--- config.mk ---
export PLATFORM = sky130hd
export DESIGN_NAME = cache_ctrl_flat
export DESIGN_NICKNAME = d
export VERILOG_FILES = /design/src/rtl/cache_pkg.sv /design/src/rtl/cache_if.sv /design/src/rtl/cache_tag_array.sv /design/src/rtl/cache_ctrl.sv /design/src/flat_wrapper.sv
export SDC_FILE = /design/constraint.sdc
export NUM_CORES = 1
export LEC_CHECK = 0
export CORE_ASPECT_RATIO = 0.8
export CORE_MARGIN = 10
export CORE_UTILIZATION = 50
export DETAILED_ROUTE_END_ITERATION = 16
export PLACE_DENSITY = 0.79
export SYNTH_ARGS = -nofsm -noshare
export SYNTH_HDL_FRONTEND = slang
export SYNTH_HIERARCHICAL = 1
export SYNTH_SLANG_ARGS = --single-unit
--- constraint.sdc ---
create_clock -name clk -period 4.2 [get_ports clk]
set_input_delay 1.05 -clock clk [delete_from_list [all_inputs] [get_ports clk]]
set_output_delay 1.05 -clock clk [all_outputs]
set_load 0.01 [all_outputs]
--- src/rtl/cache_pkg.sv ---
// Shared definitions for the direct-mapped, write-through cache controller.
package cache_pkg;

    localparam int ADDR_W = 8;
    localparam int DATA_W = 8;
    localparam int IDX_W  = 3;
    localparam int TAG_W  = 5;
    localparam int LINES  = 8;

    typedef enum logic [2:0] {
        S_IDLE    = 3'd0,
        S_LOOKUP  = 3'd1,
        S_RD_DATA = 3'd2,
        S_MEM_RD  = 3'd3,
        S_FILL    = 3'd4,
        S_MEM_WR  = 3'd5
    } state_t;

endpackage

--- src/rtl/cache_if.sv ---
// CPU, main-memory, cache-data-memory and statistics signals of the controller.
interface cache_if;
    import cache_pkg::*;

    logic              cpu_req;
    logic              cpu_we;
    logic [ADDR_W-1:0] cpu_addr;
    logic [DATA_W-1:0] cpu_wdata;
    logic [DATA_W-1:0] cpu_rdata;
    logic              cpu_ready;
    logic              cpu_busy;

    logic              mem_req;
    logic              mem_we;
    logic [ADDR_W-1:0] mem_addr;
    logic [DATA_W-1:0] mem_wdata;
    logic [DATA_W-1:0] mem_rdata;
    logic              mem_ack;

    logic [IDX_W-1:0]  cm_addr;
    logic              cm_wr;
    logic              cm_rd;
    logic [DATA_W-1:0] cm_wdata;
    logic [DATA_W-1:0] cm_rdata;

    logic [7:0]        hit_cnt;
    logic [7:0]        miss_cnt;

    // Controller side
    modport slave (
        input  cpu_req, cpu_we, cpu_addr, cpu_wdata,
        output cpu_rdata, cpu_ready, cpu_busy,
        output mem_req, mem_we, mem_addr, mem_wdata,
        input  mem_rdata, mem_ack,
        output cm_addr, cm_wr, cm_rd, cm_wdata,
        input  cm_rdata,
        output hit_cnt, miss_cnt
    );

    // CPU / memory environment side
    modport master (
        output cpu_req, cpu_we, cpu_addr, cpu_wdata,
        input  cpu_rdata, cpu_ready, cpu_busy,
        input  mem_req, mem_we, mem_addr, mem_wdata,
        output mem_rdata, mem_ack,
        input  cm_addr, cm_wr, cm_rd, cm_wdata,
        output cm_rdata,
        input  hit_cnt, miss_cnt
    );

endinterface

--- src/rtl/cache_tag_array.sv ---
// Tag and valid storage: one write port, combinational read by index.
// Only the valid bits are reset; they alone decide whether a line is resident.
module cache_tag_array
    import cache_pkg::*;
(
    input  logic             clk,
    input  logic             rst,
    input  logic [IDX_W-1:0] i_rd_idx,
    output logic             o_valid,
    output logic [TAG_W-1:0] o_tag,
    input  logic             i_we,
    input  logic [IDX_W-1:0] i_wr_idx,
    input  logic [TAG_W-1:0] i_wr_tag
);

    logic [LINES-1:0] r_valid;
    logic [TAG_W-1:0] r_tag [LINES];

    // Valid bits: cleared asynchronously, set when a line is filled
    always_ff @(posedge clk or posedge rst) begin
        if (rst) begin
            r_valid <= '0;
        end else if (i_we) begin
            r_valid[i_wr_idx] <= 1'b1;
        end
    end

    // Tag storage: written alongside the valid bit, never reset
    always_ff @(posedge clk) begin
        if (i_we) begin
            r_tag[i_wr_idx] <= i_wr_tag;
        end
    end

    assign o_valid = r_valid[i_rd_idx];
    assign o_tag   = r_tag[i_rd_idx];

endmodule

--- src/rtl/cache_ctrl.sv ---
// Direct-mapped 8x1-byte cache controller, write-through, no-write-allocate.
// Read hits complete two edges after acceptance via the registered cache RAM;
// misses fetch from main memory, refill the line and return the fetched byte.
module cache_ctrl
    import cache_pkg::*;
(
    input  logic  clk,
    input  logic  rst,
    cache_if.slave bus
);

    state_t            r_state;
    state_t            w_next;
    logic [ADDR_W-1:0] r_addr;
    logic              r_we;
    logic [DATA_W-1:0] r_wdata;
    logic [DATA_W-1:0] r_fill;
    logic [DATA_W-1:0] r_rdata;
    logic              r_ready;
    logic [7:0]        r_hit_cnt;
    logic [7:0]        r_miss_cnt;

    logic [IDX_W-1:0]  w_idx;
    logic [TAG_W-1:0]  w_tag;
    logic              w_valid;
    logic [TAG_W-1:0]  w_tag_rd;
    logic              w_hit;
    logic              w_tag_we;

    function automatic logic [7:0] sat_inc(input logic [7:0] v);
        return (v == 8'hFF) ? v : v + 8'd1;
    endfunction

    assign w_idx = r_addr[IDX_W-1:0];
    assign w_tag = r_addr[ADDR_W-1:IDX_W];
    assign w_hit = w_valid && (w_tag_rd == w_tag);

    cache_tag_array u_tags (
        .clk      (clk),
        .rst      (rst),
        .i_rd_idx (w_idx),
        .o_valid  (w_valid),
        .o_tag    (w_tag_rd),
        .i_we     (w_tag_we),
        .i_wr_idx (w_idx),
        .i_wr_tag (w_tag)
    );

    // State register
    always_ff @(posedge clk or posedge rst) begin
        if (rst) begin
            r_state <= S_IDLE;
        end else begin
            r_state <= w_next;
        end
    end

    // Next state and per-state strobes to main memory and cache RAM
    always_comb begin
        w_next         = r_state;
        w_tag_we       = 1'b0;
        bus.cm_addr    = w_idx;
        bus.cm_wr      = 1'b0;
        bus.cm_rd      = 1'b0;
        bus.cm_wdata   = '0;
        bus.mem_req    = 1'b0;
        bus.mem_we     = 1'b0;
        bus.mem_addr   = r_addr;
        bus.mem_wdata  = r_wdata;
        case (r_state)
            S_IDLE: begin
                if (bus.cpu_req) w_next = S_LOOKUP;
            end
            S_LOOKUP: begin
                if (r_we) begin
                    // Write-through: update the RAM only if the line is resident
                    if (w_hit) begin
                        bus.cm_wr    = 1'b1;
                        bus.cm_wdata = r_wdata;
                    end
                    w_next = S_MEM_WR;
                end else if (w_hit) begin
                    bus.cm_rd = 1'b1;
                    w_next    = S_RD_DATA;
                end else begin
                    w_next = S_MEM_RD;
                end
            end
            S_RD_DATA: begin
                w_next = S_IDLE;
            end
            S_MEM_RD: begin
                bus.mem_req = 1'b1;
                if (bus.mem_ack) begin
                    w_tag_we = 1'b1;
                    w_next   = S_FILL;
                end
            end
            S_FILL: begin
                bus.cm_wr    = 1'b1;
                bus.cm_wdata = r_fill;
                w_next       = S_IDLE;
            end
            S_MEM_WR: begin
                bus.mem_req = 1'b1;
                bus.mem_we  = 1'b1;
                if (bus.mem_ack) w_next = S_IDLE;
            end
            default: w_next = S_IDLE;
        endcase
    end

    // Read data, completion pulse and saturating hit/miss statistics
    always_ff @(posedge clk or posedge rst) begin
        if (rst) begin
            r_rdata    <= '0;
            r_ready    <= 1'b0;
            r_hit_cnt  <= '0;
            r_miss_cnt <= '0;
        end else begin
            r_ready <= 1'b0;
            case (r_state)
                S_LOOKUP: begin
                    if (w_hit) r_hit_cnt  <= sat_inc(r_hit_cnt);
                    else       r_miss_cnt <= sat_inc(r_miss_cnt);
                end
                S_RD_DATA: begin
                    r_rdata <= bus.cm_rdata;
                    r_ready <= 1'b1;
                end
                S_MEM_RD: begin
                    if (bus.mem_ack) r_rdata <= bus.mem_rdata;
                end
                S_FILL: begin
                    r_ready <= 1'b1;
                end
                S_MEM_WR: begin
                    if (bus.mem_ack) r_ready <= 1'b1;
                end
                default: ;
            endcase
        end
    end

    // Request capture in IDLE and fill byte capture on the memory acknowledge
    always_ff @(posedge clk) begin
        if (r_state == S_IDLE && bus.cpu_req) begin
            r_addr  <= bus.cpu_addr;
            r_we    <= bus.cpu_we;
            r_wdata <= bus.cpu_wdata;
        end
        if (r_state == S_MEM_RD && bus.mem_ack) begin
            r_fill <= bus.mem_rdata;
        end
    end

    assign bus.cpu_rdata = r_rdata;
    assign bus.cpu_ready = r_ready;
    assign bus.cpu_busy  = (r_state != S_IDLE);
    assign bus.hit_cnt   = r_hit_cnt;
    assign bus.miss_cnt  = r_miss_cnt;

endmodule

--- src/flat_wrapper.sv ---
// flat-port wrapper written by rule: the top's interface ports become plain ports
module cache_ctrl_flat import cache_pkg::*;
  (clk, rst, bus_cpu_req, bus_cpu_we, bus_cpu_addr, bus_cpu_wdata, bus_cpu_rdata, bus_cpu_ready, bus_cpu_busy, bus_mem_req, bus_mem_we, bus_mem_addr, bus_mem_wdata, bus_mem_rdata, bus_mem_ack, bus_cm_addr, bus_cm_wr, bus_cm_rd, bus_cm_wdata, bus_cm_rdata, bus_hit_cnt, bus_miss_cnt);
  cache_if bus_i ();
  input  logic clk;
  input  logic rst;
  input wire logic [$bits(bus_i.cpu_req)-1:0] bus_cpu_req;
  input wire logic [$bits(bus_i.cpu_we)-1:0] bus_cpu_we;
  input wire logic [$bits(bus_i.cpu_addr)-1:0] bus_cpu_addr;
  input wire logic [$bits(bus_i.cpu_wdata)-1:0] bus_cpu_wdata;
  output wire logic [$bits(bus_i.cpu_rdata)-1:0] bus_cpu_rdata;
  output wire logic [$bits(bus_i.cpu_ready)-1:0] bus_cpu_ready;
  output wire logic [$bits(bus_i.cpu_busy)-1:0] bus_cpu_busy;
  output wire logic [$bits(bus_i.mem_req)-1:0] bus_mem_req;
  output wire logic [$bits(bus_i.mem_we)-1:0] bus_mem_we;
  output wire logic [$bits(bus_i.mem_addr)-1:0] bus_mem_addr;
  output wire logic [$bits(bus_i.mem_wdata)-1:0] bus_mem_wdata;
  input wire logic [$bits(bus_i.mem_rdata)-1:0] bus_mem_rdata;
  input wire logic [$bits(bus_i.mem_ack)-1:0] bus_mem_ack;
  output wire logic [$bits(bus_i.cm_addr)-1:0] bus_cm_addr;
  output wire logic [$bits(bus_i.cm_wr)-1:0] bus_cm_wr;
  output wire logic [$bits(bus_i.cm_rd)-1:0] bus_cm_rd;
  output wire logic [$bits(bus_i.cm_wdata)-1:0] bus_cm_wdata;
  input wire logic [$bits(bus_i.cm_rdata)-1:0] bus_cm_rdata;
  output wire logic [$bits(bus_i.hit_cnt)-1:0] bus_hit_cnt;
  output wire logic [$bits(bus_i.miss_cnt)-1:0] bus_miss_cnt;
  assign bus_i.cpu_req = bus_cpu_req;
  assign bus_i.cpu_we = bus_cpu_we;
  assign bus_i.cpu_addr = bus_cpu_addr;
  assign bus_i.cpu_wdata = bus_cpu_wdata;
  assign bus_cpu_rdata = bus_i.cpu_rdata;
  assign bus_cpu_ready = bus_i.cpu_ready;
  assign bus_cpu_busy = bus_i.cpu_busy;
  assign bus_mem_req = bus_i.mem_req;
  assign bus_mem_we = bus_i.mem_we;
  assign bus_mem_addr = bus_i.mem_addr;
  assign bus_mem_wdata = bus_i.mem_wdata;
  assign bus_i.mem_rdata = bus_mem_rdata;
  assign bus_i.mem_ack = bus_mem_ack;
  assign bus_cm_addr = bus_i.cm_addr;
  assign bus_cm_wr = bus_i.cm_wr;
  assign bus_cm_rd = bus_i.cm_rd;
  assign bus_cm_wdata = bus_i.cm_wdata;
  assign bus_i.cm_rdata = bus_cm_rdata;
  assign bus_hit_cnt = bus_i.hit_cnt;
  assign bus_miss_cnt = bus_i.miss_cnt;
  cache_ctrl u_core (.clk(clk), .rst(rst), .bus(bus_i));
endmodule
==> results of run 1 <==
==> layout make-up <==
class,count,area share
repair buffers,110,0.188
clock inverters,6,0.00933
well taps,112,0.0249
clock buffers,10,0.0244
multi-input cells,148,0.241
flip-flops and latches,101,0.507
inverters,9,0.00600
==> power breakdown <==
group | internal [mW] | switching, mW | leakage, nW | total [mW]
registers | 1.23 | 0.146 | 1.04 | 1.38
clock network | 0.242 | 0.353 | 0.0918 | 0.595
logic | 0.466 | 0.418 | 1.14 | 0.884
total | 1.94 | 0.917 | 2.27 | 2.86
==> path summary, 6_finish.rpt <==
path | end | depth (start not counted)
worst min register to register | u_core/u_tags/r_valid[1] | 1
worst max register to register | u_core/bus.hit_cnt[1] | 8
min in group asynchronous | u_core/u_tags/r_valid[1] | 2
worst max-delay path | bus_cm_wdata[4] | 9
worst min-delay path | u_core/u_tags/r_valid[1] | 1
max in group asynchronous | u_core/bus.miss_cnt[1] | 3
==> registers in the layout, indices dropped and copies added, names as in the netlist <==
name,cells
u_core/bus.hit_cnt,8
u_core/r_we,1
u_core/r_fill,8
u_core/bus.mem_addr,8
u_core/bus.mem_wdata,8
u_core/bus.cpu_ready,1
u_core/bus.cpu_rdata,8
u_core/r_state,3
u_core/u_tags/r_tag,40
u_core/u_tags/r_valid,8
u_core/bus.miss_cnt,8
==> through the flow <==
stage          hold WS (ns)  setup slack, ns  cell area, um2
4_1_cts               0.476            0.152            5630
6_report              0.473            0.167            5630
3_5_place_dp          0.450           0.0745            5410
2_1_floorplan         0.428            0.664            4290
3_3_place_gp          0.442            0.212            5410
5_1_grt               0.503          0.00917            5630
==> logic make-up (layout without fill, tap and decap cells) <==
| logic type | count (synthesis) | after routing | synth area share |
|---|---|---|---|
| flops | 101 | 101 | 0.666 |
| xor+xnor | 18 | 18 | 0.0420 |
| fa+ha+maj | 2 | 2 | 0.00584 |
| compound gates | 30 | 30 | 0.0508 |
| mux | 30 | 30 | 0.118 |
| buf+inv | 22 | 135 | 0.0251 |
| simple gates | 67 | 68 | 0.0923 |
==> worst max-delay path: cells and delay by family, from the launching register on <==
kind,cells,cell delay (ns)
buf+inv,2,0.45
simple gates,3,0.55
compound gates,1,0.14
flops,1,0.41
mux,2,0.86
xor+xnor,1,0.19
==> metal layers <==
layer	up-vias	share of wire	GRT usage	routed length, um
li1	1251	-	-	-
met1	1359	0.40	0.192	3970
met2	78	0.53	0.274	5260
met3	16	0.058	0.0427	576
met4	0	0.019	0.0670	188
met5	-	0	0	0
==> placed cells by master, fill, tap and decap left out, types with 3 or more instances in the layout <==
cell              n
a22o_1            8
and3_1            4
buf_4            16
clkbuf_8         10
clkdlybuf4s50_1  83
dfrtp_1          36
dlygate4sd2_1    10
edfxtp_1         65
inv_1             9
inv_6             3
mux2_2            8
mux2i_1           9
mux4_1           12
nand2_1          22
nand3_1           3
nand4_1           5
nor2_1            7
nor3_1            4
o21ai_0          10
or2_2             4
xnor2_1           8
xnor2_2           3
xor2_1            7
==> timing repair <==
item,CTS,global route
gates resized for setup,16,0
setup buffers,2,0
endpoints found under the setup margin,10,0
==> run_results.csv, run 1 <==
group,metric,value,unit
drt,vias,2704,
run,cap_violations,0,
placement,numPortBuffers,93,
layout,final-seq-area,2850,um2
setup_path,crit_arrival,2.98,ns
timing,skew,0.0141,ns
power,power,2.86,mW
timing,worstMarginPinSlew,1.01,ns
synth,synth_top_area_frac,0.455,
global_route,grtUsageTotal,0.162,
layout,fill_cells,633,
global_route,antenna_found_initial,0,
synth,synth.avg_cell_area,15.9,um2
drt,wirelength,9.99,mm
worst_hold_path,min_from,"u_core/u_tags/r_valid[1]",
synth,synthTopCellsByCount,"edfxtp_1, dfrtp_1, nand2_1",
clock_network,cts.clk_slew.worst_paths,0.11,ns
setup_path,crit_type,"flop to output pin",
clock_network,cts_tree,"done",
die,die_area,12700,um2
synth,synth_flop_cell,"edfxtp_1",
power,p_per_area,508,nW/um2
synth,async_flop_share,0.356,
synth,ys_seq_area_frac,0.666,
setup_path,crit-reg2reg-launch,"u_core/bus.mem_addr[0]",
global_route,grt_max_degree,29,
setup_path,path_cells,"buf_12 -> mux4_1 -> mux2_2 -> xnor2_2 -> nand4_4 -> nor2_4 -> and3_4 -> a22o_1 -> dlygate4sd2_1",
timing,hold_viol_final,0,
synth,synth-edff-count,65,
synth,ys_warn_count,6,
setup_path,slowest_delay,0.56,ns
drt,ant_nets,0,
synth,synth_nets,309,
global_route,grt_pass1_wl,15.6,mm
die,fp-row-count,30,
clock_network,cts_buffer_depth,2,
clock_network,postCtsHoldBufs,0,
synth,synthTopCellsByArea,"edfxtp_1, dfrtp_1, mux4_1",
placement,routabilityCongestion,0.838,
layout,multi_input_area,1360,um2
drt,drt_iter0_drc,196,
clock_network,cts.sinks,101,
synth,synth_area,4290,um2
synth,yosysMostFrequentCell,"edfxtp_1",
placement,hpwl,7.29,mm
die,boundaryPins,94,
placement,dpl.cell_count,477,
clock_network,clk_latency,0.37,ns
timing,finalCritPeriodShare,0.960,
layout,finalNonFillerCells,496,
clock_network,htreeDepth,3,
die,fp.dieW,124,um
clock_network,root_buffer,"clkbuf_8",
setup_path,cp-startpoint,"u_core/bus.mem_addr[0]",
timing,slew_viol_final,0,
die,start_util,0.510,
die,fp.coreArea,8410,um2
layout,fin_nets,418,
layout,final_util,0.670,
setup_path,cp_max_fo,11,
drt,drt-pass1-iter-count,4,
drt,drt-vias-per-instance,5.45,
timing,min_period,4.03,ns
setup_path,worstSetupEndpointType,"output pin",
clock_network,cts_buffers,9,
global_route,grt_pass1_vias,2874,
synth,synth_cell_type_count,45,
setup_path,crit_path_top_delay_cell,"mux4_1",
status,run_status,"completed",
drt,remaining_drc_errors,0,
timing,maxSlewHeadroom,0.319,
setup_path,crit_required,3.15,ns
setup_path,worstSetupStartpointType,"flop",
synth,synth_top_cell_by_area,"edfxtp_1",
power,p_leak,2.27,nW
timing,fmax,0.248,GHz
layout,area_growth,31.4,%
synth,ys_ff_latch,101,
layout,final_layout_size_suffix_gt1_frac,0.148,
timing,tns,0,ns
synth,synthCells,270,
timing,setup_violations,0,
layout,antennaDiodeCount,0,
power,ir_drop,0.265,mV
die,die_h,103,um
worst_hold_path,worst_hold_path_type,"flop to flop",
setup_path,rrSetupSlack,1.32,ns
global_route,overflow,0,
drt,detail_route.wl_per_cell,20.1,um
timing,rsz0062_at_grt,"false",
(Power assumes the default switching activity.)
==> inputs of run 2 (changes only) <==
--- a/config.mk
+++ b/config.mk
@@ -7,9 +7,10 @@
 export LEC_CHECK = 0
 export CORE_ASPECT_RATIO = 0.8
 export CORE_MARGIN = 10
-export CORE_UTILIZATION = 50
+export CORE_UTILIZATION = 53
 export DETAILED_ROUTE_END_ITERATION = 16
-export PLACE_DENSITY = 0.79
+export DONT_BUFFER_PORTS = 1
+export PLACE_DENSITY = 0.68
 export SYNTH_ARGS = -nofsm -noshare
 export SYNTH_HDL_FRONTEND = slang
 export SYNTH_HIERARCHICAL = 1
==> constraint.sdc (replaced) <==
create_clock -name clk -period 4.2 [get_ports clk]
set_input_delay 1.05 -clock clk [delete_from_list [all_inputs] [get_ports clk]]
set_output_delay 1.05 -clock clk [all_outputs]
set_load 0.005 [all_outputs]
==> run_results.csv, run 2 (synthesis results as in run 1) <==
group,metric,value,unit
placement,place_area,4410,um2
die,fp.coreArea,7910,um2
global_route,antenna_found_initial,1,
die,die_area,12100,um2
global_route,grt_pass1_wl,13.5,mm
layout,final_cell_mix,"edfxtp_1, dfrtp_1, nand2_1, mux4_1, buf_4",
setup_path,crit_type,"flop to output pin",
timing,whs,0.483,ns
power,p_sw_frac,0.320,
setup_path,path_cells,"buf_4 -> mux4_1 -> mux2_2 -> xnor2_2 -> nand4_4 -> nor2_1 -> and3_1 -> a22o_1",
die,boundaryPins,94,
layout,largest_register_ffs,40,
timing,finalCritPeriodShare,0.964,
layout,antennaDiodeCount,0,
setup_path,cp_max_fo,9,
clock_network,post_cts_resized,0,
drt,ant_nets,0,
die,fp.dieW,121,um
timing,fin_ws,0.153,ns
drt,drt-vias-per-instance,5.88,
power,ir_drop,0.337,mV
clock_network,cts.clk_slew.worst_paths,0.10,ns
drt,detail_route.wl_per_cell,22.4,um
clock_network,clk_latency,0.36,ns
drt,remaining_drc_errors,0,
drt,drt_iter0_drc,147,
timing,min_period,4.05,ns
layout,stdcell_area,4660,um2
timing,rsz0062_at_grt,"false",
placement,routabilityCongestion,0.749,
clock_network,cts_buffer_depth,2,
clock_network,root_buffer,"clkbuf_8",
timing,tns,0,ns
layout,area_growth,8.67,%
power,seqPwrFrac,0.558,
timing,slew_viol_final,0,
die,die_h,100,um
timing,fmax,0.247,GHz
power,p_per_area,542,nW/um2
global_route,overflow,0,
setup_path,worstSetupEndpointType,"output pin",
status,run_status,"completed",
timing,maxSlewHeadroom,0.294,
worst_hold_path,worst_hold_path_type,"flop to flop",
run,cap_violations,0,
power,power.switching,808,uW
clock_network,postCtsHoldBufs,0,
global_route,grt_max_degree,27,
layout,final_util,0.589,
layout,fin_nets,319,
placement,dpl_worst_slack,0.297,ns
layout,layout_commonest_cell,"edfxtp_1",
global_route,grt_pass1_vias,2332,
setup_path,path_delay_family,"multiplexers",
die,start_util,0.542,
setup_path,slowest_delay,0.56,ns
placement,numPortBuffers,0,
timing,setup_violations,0,
global_route,grtUsageTotal,0.144,
power,pwr-share-clk,0.239,
layout,largest-register,"u_core/u_tags/r_tag",
setup_path,crit_buf_inv,1,
setup_path,crit_arrival,3.00,ns
clock_network,cts.sinks,101,
drt,drt-pass1-iter-count,4,
power,p_int,1.72,mW
clock_network,cts_tree,"done",
setup_path,crit_required,3.15,ns
timing,worstMarginPinSlew,1.06,ns
drt,vias,2311,
setup_path,worstSetupStartpointType,"flop",
die,fp-row-count,29,
drt,wirelength,8.79,mm
setup_path,crit_path_top_delay_cell,"mux4_1",
placement,hpwl,6.26,mm
clock_network,cts_buffers,9,
timing,skew,0.0122,ns
timing,hold_viol_final,0,
power,p_leak,1.85,nW
clock_network,htreeDepth,3,
power,pwr-share-comb,0.203,
layout,final_layout_size_suffix_gt1_frac,0.172,
==> run 2: layout make-up <==
| class | instances | area (um2) |
|---|---|---|
| sequential | 101 | 2850 |
| clock buffer | 10 | 138 |
| tap | 108 | 135 |
| fill | 624 | 3250 |
| multi-input combinational | 147 | 1330 |
| timing repair buffer | 12 | 103 |
| clock inverter | 6 | 63.8 |
| inverter | 9 | 33.8 |
==> run 2: stage by stage <==
step           cells  power, mW
2_1_floorplan    270       1.79
3_3_place_gp     373       1.92
3_5_place_dp     373       1.94
4_1_cts          392       2.54
5_1_grt          393       2.65
6_report         393       2.52
==> run 2: final timing paths <==
check                                               from                  endpoint  slack [ns]  depth (start not counted)
worst max-delay path              u_core/bus.mem_addr[0]           bus_cm_wdata[7]        0.15                          8
worst min-delay path            u_core/u_tags/r_valid[2]  u_core/u_tags/r_valid[2]        0.48                          1
worst max register to register    u_core/bus.mem_addr[0]     u_core/bus.hit_cnt[1]        1.27                          9
worst min register to register  u_core/u_tags/r_valid[2]  u_core/u_tags/r_valid[2]        0.48                          1
max in group asynchronous                            rst     u_core/bus.hit_cnt[1]        2.71                          2
min in group asynchronous                            rst  u_core/u_tags/r_valid[2]        0.51                          1
==> run 2: worst reg2reg max path, cell delays in order (launching register included) <==
cell and delay, ns:
edfxtp_1 0.38, buf_4 0.18, buf_4 0.14, mux4_1 0.55, mux2_2 0.29, xnor2_1 0.14, nand2_1 0.11, buf_4 0.18
nor4_4 0.49, mux2_1 0.36
==> run 2: layer usage <==
metal,global-route usage,part of all wire,vias to the layer above
met2,0.221,0.48,71
met4,0.0454,0.011,2
met5,0,0.0010,-
li1,-,-,1039
met1,0.172,0.41,1186
met3,0.0757,0.096,13
==> run 2: repair_timing <==
action,4_1_cts,5_1_grt
setup endpoints to repair,10,9
gates cloned,0,0
buffers inserted,3,1
==> run 2: power by group through the flow <==
stage	Sequential, mW	Combinational (mW)	Clock [mW]
finish	1.41	0.512	0.604
CTS	1.42	0.504	0.621
global route	1.43	0.570	0.652
floorplan	1.36	0.425	0
detailed placement	1.45	0.489	0
global placement	1.44	0.475	0
==> inputs of run 3 (changes only) <==
--- a/config.mk
+++ b/config.mk
@@ -5,6 +5,8 @@
 export SDC_FILE = /design/constraint.sdc
 export NUM_CORES = 1
 export LEC_CHECK = 0
+export ABC_AREA = 1
+export ABC_CLOCK_PERIOD_IN_PS = 4200
 export CORE_ASPECT_RATIO = 0.8
 export CORE_MARGIN = 10
 export CORE_UTILIZATION = 53
==> run_results.csv, run 3 <==
group,metric,value,unit
drt,drt-vias-per-instance,5.37,
status,run_status,"completed",
drt,ant_nets,0,
timing,fin_ws,0.404,ns
die,fp-row-count,31,
global_route,antenna_found_initial,0,
placement,dpl_worst_slack,0.769,ns
clock_network,cts_tree,"done",
setup_path,crit_required,3.15,ns
synth,synth_xor_area_frac,0.0182,
drt,drt_iter0_drc,310,
placement,numPortBuffers,0,
timing,tns,0,ns
layout,antennaDiodeCount,0,
timing,min_period,3.80,ns
synth,synth_flop_cell,"edfxtp_1",
clock_network,post_cts_resized,0,
setup_path,cp_max_fo,19,
placement,routabilityCongestion,0.834,
power,p_leak,2.39,nW
synth,synth_area,4810,um2
layout,area_growth,6.61,%
synth,yosysMostFrequentCell,"nand2_1",
clock_network,cts_buffers,9,
timing,skew,0.0126,ns
synth,synthAdderAreaFrac,0.00520,
synth,synth_top_cell_by_area,"edfxtp_1",
die,die_area,13300,um2
timing,fmax,0.263,GHz
synth,ys_ff_latch,101,
die,boundaryPins,94,
power,seqPwrFrac,0.488,
layout,final_util,0.572,
synth,ys_warn_count,6,
synth,synth_top_family_by_area,"simple AND/OR/NAND/NOR gates",
power,pwr-share-clk,0.284,
synth,synth.avg_cell_area,9.31,um2
synth,yosys.area_share.simple,0.262,
layout,final_cell_mix,"nand2_1, inv_1, edfxtp_1, nand3_1, dfrtp_1",
layout,multi_input_area,1510,um2
synth,synthCells,517,
drt,vias,3403,
global_route,overflow,0,
die,fp.coreArea,8960,um2
clock_network,htreeDepth,3,
synth,synthTopCellsByCount,"nand2_1, inv_1, edfxtp_1",
layout,largest-register,"u_core/u_tags/r_tag",
setup_path,worstSetupEndpointType,"output pin",
synth,ys_seq_area_frac,0.593,
setup_path,crit_type,"flop to output pin",
global_route,grt_pass1_wl,17.5,mm
clock_network,cts.sinks,101,
synth,synth_nets,556,
die,fp.dieW,127,um
timing,slew_viol_final,0,
synth,async_flop_share,0.356,
layout,fill_cells,750,
drt,wirelength,10.6,mm
setup_path,reg2regPathDepth,12,
layout,largest_register_ffs,40,
layout,final-seq-area,2850,um2
layout,layout_commonest_cell,"nand2_1",
placement,hpwl,7.74,mm
global_route,grtUsageTotal,0.159,
synth,synthTopCellsByArea,"edfxtp_1, dfrtp_1, nand2_1",
die,start_util,0.537,
die,die_h,105,um
power,ir_drop,0.387,mV
synth,synth-edff-count,65,
drt,remaining_drc_errors,0,
timing,setup_violations,0,
clock_network,post_cts_buffers,0,
synth,synth_mux_area_frac,0,
synth,synth_cell_type_count,32,
power,pwr-share-comb,0.227,
setup_path,worstSetupStartpointType,"flop",
clock_network,clk_latency,0.35,ns
global_route,grt_pass1_vias,3489,
drt,detail_route.wl_per_cell,16.7,um
power,power.switching,1.00,mW
timing,maxSlewHeadroom,0.405,
layout,final_layout_size_suffix_gt1_frac,0.0751,
synth,synth_top_area_frac,0.406,
power,p_per_area,554,nW/um2
clock_network,postCtsHoldBufs,0,
power,p_sw_frac,0.353,
timing,hold_viol_final,0,
synth,synth-compound-area-share,0.0289,
drt,drt-pass1-iter-count,4,
timing,rsz0062_at_grt,"false",
run,cap_violations,0,
timing,finalCritPeriodShare,0.904,
clock_network,root_buffer,"clkbuf_16",
timing,worstMarginPinSlew,0.892,ns
worst_hold_path,worst_hold_path_type,"flop to flop",
worst_hold_path,hold_depth,2,
global_route,grt_max_degree,25,
power,p_int,1.84,mW
setup_path,crit_arrival,2.75,ns
layout,fin_nets,553,
clock_network,cts.clk_slew.worst_paths,0.07,ns
clock_network,cts_buffer_depth,2,
-- run 3: critical path, cell delays in order (launching register included) --
cell	delay, ns
edfxtp_1	0.70
buf_4	0.32
nand2_1	0.09
nand3_1	0.11
nand2_1	0.07
nand2_1	0.06
nand2_1	0.09
xnor2_1	0.23
nand2_1	0.17
nor2_8	0.31
nand4_1	0.13
nand2_1	0.13
-- run 3: layout make-up --
| class | count | area share |
|---|---|---|
| Multi-Input combinational cell | 321 | 0.294 |
| Clock buffer | 10 | 0.0446 |
| Sequential cell | 101 | 0.556 |
| Tap cell | 115 | 0.0281 |
| Inverter | 76 | 0.0566 |
| Clock inverter | 6 | 0.0127 |
| Timing Repair Buffer | 5 | 0.00732 |
-- run 3: cells by family after synthesis --
group,after synthesis
XOR/XNOR,10
buffers and inverters,95
AO/OA/AOI/OAI,23
flip-flops,101
adder cells (fa/ha/maj),2
AND/OR/NAND/NOR,286
-- run 3: through the flow --
| step | total power [mW] | cells | hold slack, ns | area, um2 |
|---|---|---|---|---|
| floorplan | 1.93 | 517 | 0.428 | 4810 |
| global placement | 2.04 | 618 | 0.451 | 4830 |
| detailed placement | 2.06 | 618 | 0.450 | 4830 |
| CTS | 2.87 | 634 | 0.465 | 5130 |
| global route | 3.01 | 634 | 0.477 | 5130 |
| finish | 2.84 | 634 | 0.463 | 5130 |
-- run 3: per-layer routing --
layer / GRT usage / wire length [um] / vias to the layer above
li1: - / - / 1654
met1: 0.204 / 4600 / 1612
met2: 0.246 / 4920 / 121
met3: 0.0566 / 969 / 16
met4: 0.0536 / 127 / 0
met5: 0 / 0 / -
-- run 3: power by group through the flow --
stage               clock network, mW  registers (mW)  logic [mW]
floorplan                           0            1.34       0.592
global placement                    0            1.41       0.627
detailed placement                  0            1.42       0.648
CTS                             0.823            1.40       0.649
global route                    0.858            1.42       0.737
finish                          0.808            1.39       0.646
-- run 3: path summary, 6_finish.rpt --
| kind | startpoint | to | slack (ns) |
|---|---|---|---|
| setup reg to reg | u_core/bus.mem_addr[0] | u_core/bus.hit_cnt[7] | 1.53 |
| min in group asynchronous | rst | u_core/bus.cpu_rdata[7] | 0.48 |
| hold / removal | u_core/u_tags/r_valid[5] | u_core/u_tags/r_valid[5] | 0.46 |
| setup / recovery | u_core/bus.mem_addr[0] | bus_cm_wdata[7] | 0.40 |
| max in group asynchronous | rst | u_core/bus.hit_cnt[7] | 3.12 |
| hold reg to reg | u_core/u_tags/r_valid[5] | u_core/u_tags/r_valid[5] | 0.46 |
